[src/rtl/rover_move_executor_pkg.sv]
// rover_move_executor_pkg
// Shared definitions for the rover move executor: move-command field
// positions, the largest legal turn count, FSM state encodings (4 bits wide
// so they line up with the main-FPGA path FSM) and small field helpers.
package rover_move_executor_pkg;

   localparam int CMD_W    = 12;
   localparam int TURN_MSB = 11;
   localparam int TURN_LSB = 8;
   localparam int FWD_MSB  = 7;
   localparam int FWD_LSB  = 0;
   localparam int MAX_TURN = 11;
   localparam int UNIT_W   = 8;

   typedef enum logic [3:0] {
      ST_IDLE    = 4'd0,
      ST_TURN    = 4'd1,
      ST_DEAD    = 4'd2,
      ST_FORWARD = 4'd3,
      ST_DONE    = 4'd4
   } state_t;

   function automatic logic [3:0] cmd_turn(input logic [CMD_W-1:0] cmd);
      return cmd[TURN_MSB:TURN_LSB];
   endfunction

   function automatic logic [UNIT_W-1:0] cmd_fwd(input logic [CMD_W-1:0] cmd);
      return cmd[FWD_MSB:FWD_LSB];
   endfunction

   function automatic int max3(input int a, input int b, input int c);
      int m;
      m = (a > b) ? a : b;
      return (m > c) ? m : c;
   endfunction

endpackage

[src/rtl/rover_move_executor_phase_timer.sv]
// rover_move_executor_phase_timer
// Times one motion phase of i_units x i_cycles clock cycles without a
// multiplier: a prescaler runs 0..(i_cycles-1) and a step counter counts the
// units down to zero. o_expire is high during the final cycle of the phase.
// A load restarts the timer; when the step counter reaches 0 it stays idle.
// Ports:
//   clock, reset     system clock, synchronous active-high reset
//   i_load           load a new phase (takes effect at this edge)
//   i_units          number of units in the phase (must be > 0)
//   i_cycles         cycles per unit (must be > 0)
//   o_expire         high in the last cycle of the loaded phase
module rover_move_executor_phase_timer
   import rover_move_executor_pkg::*;
#(
   parameter int W = 8
) (
   input  logic              clock,
   input  logic              reset,
   input  logic              i_load,
   input  logic [UNIT_W-1:0] i_units,
   input  logic [W-1:0]      i_cycles,
   output logic              o_expire
);

   localparam logic [W-1:0]      ONE_W = W'(1);
   localparam logic [UNIT_W-1:0] ONE_U = UNIT_W'(1);

   logic [W-1:0]      r_presc;
   logic [W-1:0]      r_limit;
   logic [UNIT_W-1:0] r_units;

   always_ff @(posedge clock) begin
      if (reset) begin
         r_presc <= '0;
         r_limit <= '0;
         r_units <= '0;
      end else if (i_load) begin
         r_presc <= '0;
         r_limit <= i_cycles - ONE_W;
         r_units <= i_units;
      end else if (r_units != '0) begin
         if (r_presc == r_limit) begin
            r_presc <= '0;
            r_units <= r_units - ONE_U;
         end else begin
            r_presc <= r_presc + ONE_W;
         end
      end
   end

   // r_units == 1 also implies the timer is active.
   assign o_expire = (r_units == ONE_U) && (r_presc == r_limit);

endmodule

[src/rtl/rover_move_executor.sv]
// rover_move_executor
// Decodes a 12-bit move command into a clockwise turn followed by a straight
// forward run, drives the H-bridge controls for exact durations with an
// all-off dead band between turn and forward, and reports completion.
// Ports:
//   clock, reset        system clock, synchronous active-high reset
//   cmd_valid           command strobe, only looked at while cmd_ready
//   move_command[11:0]  [11:8] clockwise 30-degree steps, [7:0] forward units
//   cmd_ready           high in IDLE
//   busy                high in TURN, DEAD, FORWARD, DONE
//   done                one-cycle completion pulse
//   cmd_error           one-cycle pulse for a turn field of 12..15
//   left_fwd, left_rev, right_fwd, right_rev   registered motor drives
//
// state   | meaning
// IDLE    | waiting for a command, motors off
// TURN    | spinning clockwise: left_fwd + right_rev
// DEAD    | all motors off before the right wheel reverses direction
// FORWARD | driving straight: left_fwd + right_fwd
// DONE    | one-cycle completion pulse, motors off
module rover_move_executor
   import rover_move_executor_pkg::*;
#(
   parameter int TURN_CYCLES = 2_700_000,
   parameter int FWD_CYCLES  = 1_350_000,
   parameter int DEAD_CYCLES = 270_000
) (
   input  logic             clock,
   input  logic             reset,
   input  logic             cmd_valid,
   input  logic [CMD_W-1:0] move_command,
   output logic             cmd_ready,
   output logic             busy,
   output logic             done,
   output logic             cmd_error,
   output logic             left_fwd,
   output logic             left_rev,
   output logic             right_fwd,
   output logic             right_rev
);

   localparam int PRESC_W = $clog2(max3(TURN_CYCLES, FWD_CYCLES, DEAD_CYCLES) + 1);
   localparam logic [PRESC_W-1:0] TURN_LD = PRESC_W'(TURN_CYCLES);
   localparam logic [PRESC_W-1:0] FWD_LD  = PRESC_W'(FWD_CYCLES);
   localparam logic [PRESC_W-1:0] DEAD_LD = PRESC_W'(DEAD_CYCLES);

   state_t            r_state;
   state_t            w_next;
   logic [3:0]        r_turn;
   logic [UNIT_W-1:0] r_fwd;
   logic              r_cmd_error;
   logic              r_left_fwd;
   logic              r_left_rev;
   logic              r_right_fwd;
   logic              r_right_rev;

   logic [3:0]         w_cmd_turn;
   logic [UNIT_W-1:0]  w_cmd_fwd;
   logic               w_accept;
   logic               w_err;
   logic               w_load;
   logic [UNIT_W-1:0]  w_units;
   logic [PRESC_W-1:0] w_cycles;
   logic               w_expire;

   assign w_cmd_turn = cmd_turn(move_command);
   assign w_cmd_fwd  = cmd_fwd(move_command);

   always_ff @(posedge clock) begin
      if (reset) begin
         r_state     <= ST_IDLE;
         r_turn      <= '0;
         r_fwd       <= '0;
         r_cmd_error <= 1'b0;
         r_left_fwd  <= 1'b0;
         r_left_rev  <= 1'b0;
         r_right_fwd <= 1'b0;
         r_right_rev <= 1'b0;
      end else begin
         r_state     <= w_next;
         r_cmd_error <= w_err;
         if (w_accept) begin
            r_turn <= w_cmd_turn;
            r_fwd  <= w_cmd_fwd;
         end
         // Drives follow the state being entered so the first phase cycle
         // already shows its pattern; DEAD separates right_fwd from right_rev.
         r_left_fwd  <= (w_next == ST_TURN) || (w_next == ST_FORWARD);
         r_left_rev  <= 1'b0;
         r_right_fwd <= (w_next == ST_FORWARD);
         r_right_rev <= (w_next == ST_TURN);
      end
   end

   always_comb begin
      w_next   = r_state;
      w_accept = 1'b0;
      w_err    = 1'b0;
      w_load   = 1'b0;
      w_units  = '0;
      w_cycles = '0;
      unique case (r_state)
         ST_IDLE: begin
            if (cmd_valid) begin
               if (w_cmd_turn > 4'(MAX_TURN)) begin
                  w_err = 1'b1;
               end else begin
                  w_accept = 1'b1;
                  if (w_cmd_turn != '0) begin
                     w_next   = ST_TURN;
                     w_load   = 1'b1;
                     w_units  = {4'b0, w_cmd_turn};
                     w_cycles = TURN_LD;
                  end else if (w_cmd_fwd != '0) begin
                     w_next   = ST_FORWARD;
                     w_load   = 1'b1;
                     w_units  = w_cmd_fwd;
                     w_cycles = FWD_LD;
                  end else begin
                     w_next = ST_DONE;
                  end
               end
            end
         end
         ST_TURN: begin
            if (w_expire) begin
               if (r_fwd != '0) begin
                  w_next   = ST_DEAD;
                  w_load   = 1'b1;
                  w_units  = UNIT_W'(1);
                  w_cycles = DEAD_LD;
               end else begin
                  w_next = ST_DONE;
               end
            end
         end
         ST_DEAD: begin
            if (w_expire) begin
               w_next   = ST_FORWARD;
               w_load   = 1'b1;
               w_units  = r_fwd;
               w_cycles = FWD_LD;
            end
         end
         ST_FORWARD: begin
            if (w_expire) begin
               w_next = ST_DONE;
            end
         end
         ST_DONE: begin
            w_next = ST_IDLE;
         end
         default: begin
            w_next = ST_IDLE;
         end
      endcase
   end

   rover_move_executor_phase_timer #(
      .W (PRESC_W)
   ) u_phase_timer (
      .clock    (clock),
      .reset    (reset),
      .i_load   (w_load),
      .i_units  (w_units),
      .i_cycles (w_cycles),
      .o_expire (w_expire)
   );

   assign cmd_ready = (r_state == ST_IDLE);
   assign busy      = (r_state != ST_IDLE);
   assign done      = (r_state == ST_DONE);
   assign cmd_error = r_cmd_error;
   assign left_fwd  = r_left_fwd;
   assign left_rev  = r_left_rev;
   assign right_fwd = r_right_fwd;
   assign right_rev = r_right_rev;

endmodule

[config.mk]
export PLATFORM = sky130hd
export DESIGN_NAME = rover_move_executor
export DESIGN_NICKNAME = d
export VERILOG_FILES = /design/src/rtl/rover_move_executor_pkg.sv /design/src/rtl/rover_move_executor_phase_timer.sv /design/src/rtl/rover_move_executor.sv
export SDC_FILE = /design/constraint.sdc
export NUM_CORES = 1
export LEC_CHECK = 0
export ABC_AREA = 0
export ABC_CLOCK_PERIOD_IN_PS = 3200
export CAP_MARGIN = 30
export CORE_MARGIN = 2
export CORE_UTILIZATION = 49
export CTS_CLUSTER_SIZE = 25
export DETAILED_ROUTE_END_ITERATION = 8
export PLACE_DENSITY = 0.69
export SYNTH_ARGS = -nofsm -noshare
export SYNTH_HDL_FRONTEND = slang
export SYNTH_SLANG_ARGS = --single-unit
[constraint.sdc]
create_clock -name clock -period 3.2 [get_ports clock]
set_clock_uncertainty 0.2 [all_clocks]
set_input_delay 0.64 -clock clock [delete_from_list [all_inputs] [get_ports clock]]
set_output_delay 0.64 -clock clock [all_outputs]
set_load 0.02 [all_outputs]
# Word level (Yosys, flattened, before mapping)
# Cells that the tools add are included.
classes:
  n_addsub: 3
  mul: 0
  n_div: 0
  n_lt_le_gt_ge: 1
  n_eq_ne: 8
  shifts: 0
  mux: 41
  n_bitwise: 2
  n_reduce_logical: 13
ops:
  columns: ["operator", "count"]
  rows:
  - ["$mux W22", 4]
  - ["$pmux W22 S3", 1]
  - ["$mux W8", 8]
  - ["$mux W21", 2]
  - ["$mux W19", 2]
  - ["$pmux W8 S3", 1]
  - ["$reduce_bool A8 Y1", 3]
  - ["$add A22 B1 Y22 const B", 1]
  - ["$eq A22 B22 Y1", 1]
  - ["$sub A22 B1 Y22 const B", 1]
  - ["$mux W4", 5]
  - ["$pmux W4 S4", 1]
  - ["$mux W1", 13]
  - ["$eq A4 B2 Y1 const B", 3]
  - ["$mux W3", 3]
  - ["$eq A4 B1 Y1 const B", 2]
  - ["$eq A8 B1 Y1 const B", 1]
  - ["$reduce_bool A4 Y1", 2]
  - ["$sub A8 B1 Y8 const B", 1]
  - ["$eq A4 B3 Y1 const B", 1]
  - ["$gt A4 B4 Y1 const B", 1]
  - ["$logic_not A4 Y1", 1]
  - ["$reduce_bool A2 Y1", 2]
  - ["$pmux W1 S3", 1]
  - ["other kinds (6)", 7]
totals:
  regBits: 68
  latch_bits: 0
  mem_bits_rw: 0
  romBits: 0
  input_bits: 15
  out_inout_bits: 8
  wordCells: 77
  mem_count: 0

# Depth between registers and ports, before layout
# Gate-level depths: netlist (run 1).
depth:
  ltp_word: 8
  ltp_mapped: 12
  mapped_depth_nobuf: 12

# Cells and area by module
# Synthesis (run 1) repeated with hierarchy kept, for this count alone.
hier_totals:
  hier_cells: 491
  hier_area_um2: 3941.3
by_module_without_submodules:
  columns: ["mod", "instances", "cells_per_inst", "area_each_um2", "seq_area_each_um2"]
  rows:
  - ["rover_move_executor_phase_timer", 1, 375, 3045.4, 1041.0]
  - ["rover_move_executor", 1, 116, 895.9, 320.3]

# Worst setup path before layout (run 1)
# No wires, ideal clock.
synth_path:
  kind: "input-to-reg"
  startpoint: "in move_command[4]"
  endpoint: "reg u_phase_timer.r_presc[13]"
  setup_time_ns: 0.062
  t_arrival_ns: 2.392
  t_required_ns: 2.938
  slack_ns: 0.546
  cell_stages: 8
  n_path_buf: 2
  path_cell_list: "or4_1 > nor2_1 > a21oi_1 > a21o_4 > or3_1 > buf_6 > buf_12 > nor2_4"
synth_between:
  elab_chain_cells: 7
synth_lines:
  columns: ["item", "line", "rtl"]
  rows:
  - ["from (decl)", "rover_move_executor.sv:31", "input logic [CMD_W-1:0] move_command,"]
  - ["$reduce_bool A8 Y1", "rover_move_executor.sv:114", "end else if (w_cmd_fwd != '0) begin"]
  - ["$mux W1", "rover_move_executor.sv:114", null]
  - ["$mux W1", "rover_move_executor.sv:109", "if (w_cmd_turn != '0) begin"]
  - ["$mux W1", "rover_move_executor.sv:105", "if (w_cmd_turn > 4'(MAX_TURN)) begin"]
  - ["$mux W1", "rover_move_executor.sv:104", "if (cmd_valid) begin"]
  - ["$pmux W1 S3", "rover_move_executor.sv:102", "unique case (r_state)"]
  - ["$reduce_or A2 Y1 (no source line)", null, null]
  - ["to (signal assigned)", "rover_move_executor_phase_timer.sv:46", "r_presc <= r_presc + ONE_W;"]
  - ["to (decl)", "rover_move_executor_phase_timer.sv:28", "logic [W-1:0] r_presc;"]
# No other way between the ends.
# A chain may end at the register's enable or synchronous reset.

# Worst setup path after layout (run 1)
layout_path:
  startpoint: "in move_command[4]"
  endpoint: "reg u_phase_timer.r_presc[4]"
# Same word-level chain as after synthesis.

==> results by group, run 1 <==
Synthesis
  • Post-synthesis cell count: around 360
  • Mux share of post-synthesis cell area: 0.0313
  • Largest cells by area after synthesis: dfxtp_1, xnor2_1, nor2_1
  • #FFs+latches synth: 65
  • Synth Area in Adders: 0.0195
  • Synth Cell Area: approximately 3200 um2
  • Top FF cell, synth: dfxtp_1
  • Post-synth EDFFs: 0
  • Count of cell types in the netlist: 50
  • Syn_area_per_cell: slightly below 9 um2
  • XOR/XNOR Fraction of Synth Area: 0.115
  • Largest area contributor in the netlist: dfxtp_1
  • Post-synthesis compound-gate area fraction: 0.105
  • Seq/Total Area, Yosys: 0.406
  • Largest family of logic cells by synthesized area: simple AND/OR/NAND/NOR gates
  • Top-area cell type share of the netlist area: 0.406
  • Synth warnings: 0
  • Post-Synth Simple-Gate Area: 0.287
  • Ys async rst share: 0

Cells and area
  • Antenna diodes: 0
  • Synthesis-to-layout area growth: 17.0%
  • Fin nets: between 400 and 500
  • Fin util: 0.590
  • Fraction of layout cells with a size suffix above 1: 0.111
  • Post-Layout Inst Area: roughly 3700 um2

Critical path
  • Crit. Startpoint: move_command[4]
  • Data required time of the critical path: roughly 3.3 ns
  • Slowest cell on the critical path: or4_1
  • Worst Path Buf+Inv: 2
  • Largest stage delay on the critical path: between 0.5 and 0.6 ns
  • Crit path top cell by count: nor2_1
  • R2R Path Start: u_phase_timer.r_presc[19]
  • Top delay family on crit path: simple AND/OR/NAND/NOR gates
  • Flop2flop setup slack: a little over 0.4 ns
  • Critical R2R Capture: u_phase_timer.r_units[4]
  • Cell breakdown of the critical path: clkdlybuf4s50_1 > or4_1 > nor2_1 > a21oi_1 > a21o_4 > or3_1 > buf_12 > nor2_1
  • Critical path depth: 8
  • Critical path destination: u_phase_timer.r_presc[4]
  • CP Max Fanout: 19
  • CP arrival: 2.93 ns
  • CP Class: input port to flip-flop
  • Worst Reg-to-Reg Cells: 8
  • Worst setup SP type: input port
  • Crit end category: flip-flop

Placed design
  • Placer Congestion: between 0.8 and 0.9
  • Post-DP HPWL: roughly 5200 um
  • IO buf count: 21
  • Post-placement cell area: around 3500 um2

Route
  • DR pass1 iterations: 4
  • Antenna-violating nets left: 0
  • Drt total wl: slightly below 7000 um
  • Vias per cell: about 5.5
  • Drt initial violations: 123
  • # DRC: 0
  • DR WL/cell: between 10 and 15 um
  • Via count: roughly 2600

STA
  • Max-slew violations: 0
  • Slew headroom: 0.642
  • Final Hold Vio Count: 0
  • # setup viols final: 0
  • Crit share post-route: 0.891
  • Tmin final: ~2.9 ns
  • Setup TNS: 0 ns
  • RSZ-0062 raised after global routing: no
  • Slew @ Worst Pin: 0.532 ns
  • FMAX: around 0.35 GHz

Floorplanning
  • DIE AREA: just over 7000 um2
  • Core ar.: ~6300 um2
  • Row cnt: 29
  • Die height: roughly 85 um
  • Initial Util: 0.504
  • I/O Pins: 23
  • DIE WIDTH: 84.8 um

Clock network
  • Post_cts resized: 0
  • Clock Pin Slew Worst Setup and Hold Paths: around 0.07 ns
  • # hold bufs at CTS: 0
  • Worst skew pair latency: approximately 0.35 ns
  • Root buffer cell: clkbuf_8
  • CTS tree: built
  • Cts bufs inserted: 9
  • Clock Sink Count: 65
  • Htree depth: 3
  • Max Root-Sink Buffers: 2
  • Setup Fix Bufs, Post-CTS: 0

Global route
  • Number of global-route vias before repair: between 2000 and 2500
  • First-pass GRT wire length: ~12000 um
  • Largest net degree at the start of global routing: 20
  • Initial antenna violation count: 0
  • Total GRT Usage: 0.205
  • Total grt overflow: 0

Pwr
  • Sw Share: 0.277
  • Peak VDD IR: 352 uV
  • Leak: between 1 and 1.5 nW
  • Comb power frac: 0.152
  • Pwr Density: ~530 nW/um2
  • Clock power share: 0.403
  • Internal power: 1.44 mW
  • Net Sw Power: 550 uW
  • Sequential power share: 0.445

Run
  • Maxcap violations: 0

Worst hold path
  • Hold Crit Class: flip-flop to flip-flop

Status
  • Outcome: complete, no violations
[stage by stage]
step	setup WS, ns	hold WS (ns)	power, mW	std cells
after global placement	0.0648	0.232	1.20	459
after global routing	0.162	0.281	2.07	475
after detailed placement	0.00803	0.247	1.20	459
after floorplan	0.546	0.221	1.12	365
after CTS	0.376	0.257	2.01	475
final	0.348	0.251	1.99	475
[metal layers]
layer | part of all wire | up-vias | track usage
li1 | - | 1324 | -
met2 | 0.43 | 58 | 0.302
met1 | 0.51 | 1219 | 0.289
met5 | 0 | - | 0
met3 | 0.040 | 11 | 0.0506
met4 | 0.020 | 0 | 0.0851
[worst min-delay path by stage]
stage / start / cells past startpoint / endpoint / slack, ns
3_3_place_gp: u_phase_timer.r_limit[17] / 2 / u_phase_timer.r_limit[17] / 0.23
2_1_floorplan: u_phase_timer.r_limit[14] / 2 / u_phase_timer.r_limit[14] / 0.22
4_1_cts: u_phase_timer.r_limit[14] / 2 / u_phase_timer.r_limit[14] / 0.26
3_5_place_dp: u_phase_timer.r_limit[14] / 2 / u_phase_timer.r_limit[14] / 0.25
6_report: u_phase_timer.r_limit[17] / 2 / u_phase_timer.r_limit[17] / 0.25
5_1_grt: u_phase_timer.r_limit[17] / 2 / u_phase_timer.r_limit[17] / 0.28
[flip-flops by register name, indices dropped and copies added, names as in the netlist]
| name | count |
|---|---|
| u_phase_timer.r_presc | 22 |
| u_phase_timer.r_limit | 19 |
| r_fwd | 8 |
| u_phase_timer.r_units | 8 |
| r_state | 4 |
| cmd_error | 1 |
| left_fwd | 1 |
| right_fwd | 1 |
| right_rev | 1 |
[power by group through the flow]
stage,Clock [mW],Sequential [mW],Combinational [mW]
6_report,0.802,0.885,0.303
5_1_grt,0.842,0.889,0.340
4_1_cts,0.817,0.884,0.305
3_5_place_dp,0,0.902,0.302
3_3_place_gp,0,0.901,0.299
2_1_floorplan,0,0.893,0.228
[synthesized netlist by cell type (2+ instances only)]
cell type,number
nand2_1,28
nor2_4,10
or3_1,4
o21ai_0,3
inv_1,7
and3_1,8
and2_1,3
a22oi_1,4
nand4_1,10
buf_1,2
a211oi_1,2
xnor2_1,26
ha_1,5
nand2b_1,3
a221oi_1,2
nor4_2,2
a21oi_1,24
xor2_1,16
mux2i_1,10
dfxtp_1,65
nor2b_1,5
nor2_1,52
nor4_1,6
clkbuf_1,8
nand3_1,13
or4_1,3
nor3_1,11
nor4_4,2
o21a_1,5
o22ai_1,5
[cell families (layout without fill, tap and decap cells)]
family,Yosys count,after routing
buffers and inverters,22,55
flip-flops,65,65
other,1,2
AO/OA/AOI/OAI,53,53
adder cells (fa/ha/maj),5,5
XOR/XNOR,42,42
multiplexers,10,10
AND/OR/NAND/NOR,166,166
[final cells by class]
cell class,count,area [um2]
fillers,565,2600
clock inverters,5,86.3
repair buffers,31,298
multi-input cells,278,1790
well taps,77,96.3
inverters,8,30.0
clock buffers,11,141
flip-flops and latches,65,1300
[worst register-to-register path, cell delays in order, from the launching register on]
cell and delay (ns):
dfxtp_1 0.47, xnor2_1 0.15, nand4_1 0.13, nor3_1 0.44, and2_1 0.32, a21o_4 0.20
clkinv_1 0.18, nand2b_1 0.42, o22ai_1 0.16
[layout by cell type, fill, tap and decap left out, types with 8 or more instances in the layout]
master | Yosys | layout
clkbuf_8 | 0 | 10
dfxtp_1 | 65 | 65
nor2_4 | 10 | 10
buf_4 | 1 | 9
xnor2_1 | 26 | 26
mux2i_1 | 10 | 10
nand2_1 | 28 | 28
and3_1 | 8 | 8
nor2_1 | 52 | 52
xor2_1 | 16 | 16
a21oi_1 | 24 | 24
nand3_1 | 13 | 13
clkdlybuf4s50_1 | 0 | 21
nor3_1 | 11 | 11
nand4_1 | 10 | 10
No activity file was read; power rests on OpenSTA's default activity.
==> run 2: changes to the inputs <==
- PLACE_DENSITY: 0.69 -> 0.77
==> results by group, run 2 (synthesis gave the netlist of run 1 again) <==
Floorplanning
  • DIE AREA: 7200 um2 (unchanged)
  • Die height: 84.8 um (unchanged)
  • Core ar.: 6350 um2 (unchanged)
  • Initial Util: 0.504 (unchanged)
  • Row cnt: 29 (unchanged)
  • DIE WIDTH: 84.8 um (unchanged)
  • I/O Pins: 23 (unchanged)

Clock network
  • Htree depth: 3 (unchanged)
  • Setup Fix Bufs, Post-CTS: 0 (unchanged)
  • # hold bufs at CTS: 0 (unchanged)
  • Post_cts resized: 0 (unchanged)
  • Clock Sink Count: 65 (unchanged)
  • Clock Pin Slew Worst Setup and Hold Paths: 0.06 ns (about the same)
  • Max Root-Sink Buffers: 2 (unchanged)
  • Cts bufs inserted: 9 (unchanged)
  • CTS tree: built
  • Root buffer cell: clkbuf_8
  • Worst skew pair latency: 0.34 ns (about the same)

STA
  • Crit share post-route: 0.882 (-0.00915)
  • # setup viols final: 0 (unchanged)
  • Tmin final: 2.82 ns (-0.0293 ns)
  • Final Hold Vio Count: 0 (unchanged)
  • Max-slew violations: 0 (unchanged)
  • Slew @ Worst Pin: 0.562 ns (+0.0300 ns)
  • Final hold slack: 0.250 ns (-0.000450 ns)
  • Slew headroom: 0.624 (-0.0187)
  • Setup TNS: 0 ns (unchanged)
  • FMAX: 0.354 GHz (+1.0%)
  • RSZ-0062 raised after global routing: no

Cells and area
  • Biggest regs: u_phase_timer.r_presc x22, u_phase_timer.r_limit x19
  • Antenna diodes: 0 (unchanged)
  • Synthesis-to-layout area growth: 17.0% (about the same)
  • Fraction of layout cells with a size suffix above 1: 0.115 (+0.00474)
  • Highest-count cells in the layout ignoring fill and taps: dfxtp_1, nor2_1, nand2_1
  • # fillers: 558 (-1.2%)
  • Most common cell after layout, fill and taps aside: dfxtp_1
  • Register name with the most flops: u_phase_timer.r_presc
  • Largest register FFs: 22 (unchanged)
  • Fin nets: 415 (+0.48%)

Route
  • DR WL/cell: 14.3 um (-2.2%)
  • Via count: 2600 (-0.46%)
  • Antenna-violating nets left: 0 (unchanged)
  • Vias per cell: 5.46 (-0.67%)
  • Drt total wl: 6790 um (-2.0%)
  • # DRC: 0 (unchanged)
  • DR pass1 iterations: 4 (unchanged)
  • Drt initial violations: 80 (-35%)

Critical path
  • CP arrival: 2.90 ns (-0.03 ns)
  • Worst Reg-to-Reg Cells: 10 (+2)
  • Data required time of the critical path: 3.28 ns (about the same)
  • Crit path top cell by count: nor2_1
  • Worst setup SP type: input port
  • CP Class: input port to flip-flop
  • Largest stage delay on the critical path: 0.57 ns (about the same)
  • Cell breakdown of the critical path: clkdlybuf4s50_1 > or4_1 > nor2_1 > a21oi_1 > a21o_4 > or3_1 > buf_12 > nor2_1
  • Crit end category: flip-flop
  • CP Max Fanout: 19 (unchanged)
  • Slowest cell on the critical path: or4_1

Worst hold path
  • Hold Crit Depth: 2 (unchanged)
  • Hold Crit Class: flip-flop to flip-flop

Placed design
  • IO buf count: 21 (unchanged)
  • Placer Congestion: 0.850 (+0.44%)
  • Post-DP HPWL: 5100 um (-1.1%)

Global route
  • Total GRT Usage: 0.202 (-0.00364)
  • First-pass GRT wire length: 11400 um (-2.5%)
  • Total grt overflow: 0 (unchanged)
  • Initial antenna violation count: 0 (unchanged)
  • Largest net degree at the start of global routing: 20 (unchanged)
  • Number of global-route vias before repair: 2477 (-0.040%)

Pwr
  • Leak: 1.35 nW (+0.51%)
  • Pwr Density: 516 nW/um2 (-2.8%)
  • Peak VDD IR: 363 uV (+2.9%)

Run
  • Maxcap violations: 0 (unchanged)

Status
  • Outcome: complete, no violations
run 2: stage by stage:
step	instance area [um2]	std cells	util	power, mW	worst slack, ns
floorplan	3210	365	-	1.12	0.546
global placement	3530	461	0.556	1.20	0.0896
detailed placement	3530	461	0.556	1.21	0.0227
CTS	3750	476	0.590	1.95	0.389
global route	3750	476	0.590	2.03	0.236
finish	3750	476	0.590	1.94	0.377
run 2: cell type report:
cell class	count	area, um2	share of cell area
clock buffer	13	179	0.0477
multi-input combinational	278	1790	0.478
timing repair buffer	33	313	0.0835
sequential	65	1300	0.347
inverter	8	30.0	0.00801
clock inverter	2	35.0	0.00935
tap	77	96.3	0.0257
run 2: worst paths after layout:
kind / start / end / slack, ns
max: move_command[5] / u_phase_timer.r_presc[10] / 0.38
min: u_phase_timer.r_limit[14] / u_phase_timer.r_limit[14] / 0.25
max reg2reg: u_phase_timer.r_presc[0] / u_phase_timer.r_limit[6] / 0.54
min reg2reg: u_phase_timer.r_limit[14] / u_phase_timer.r_limit[14] / 0.25
run 2: where the power goes:
part           internal (mW)  switching [mW]  total, mW
registers              0.845          0.0390      0.884
logic                  0.133           0.180      0.312
clock network          0.440           0.300      0.740
total                   1.42           0.519       1.94
run 2: per-layer routing:
metal	global-route usage	share of wire	up-vias
met3	0.0691	0.042	13
met4	0.0707	0.022	0
met2	0.320	0.48	60
li1	-	-	1329
met5	0	0	-
met1	0.257	0.45	1198
run 2: worst max-delay path, delay by kind of cell:
kind | cells | cell delay, ns
and+or+nand+nor | 4 | 1.24
AOI/OAI and AO/OA | 2 | 0.37
buffers and inverters | 2 | 0.63
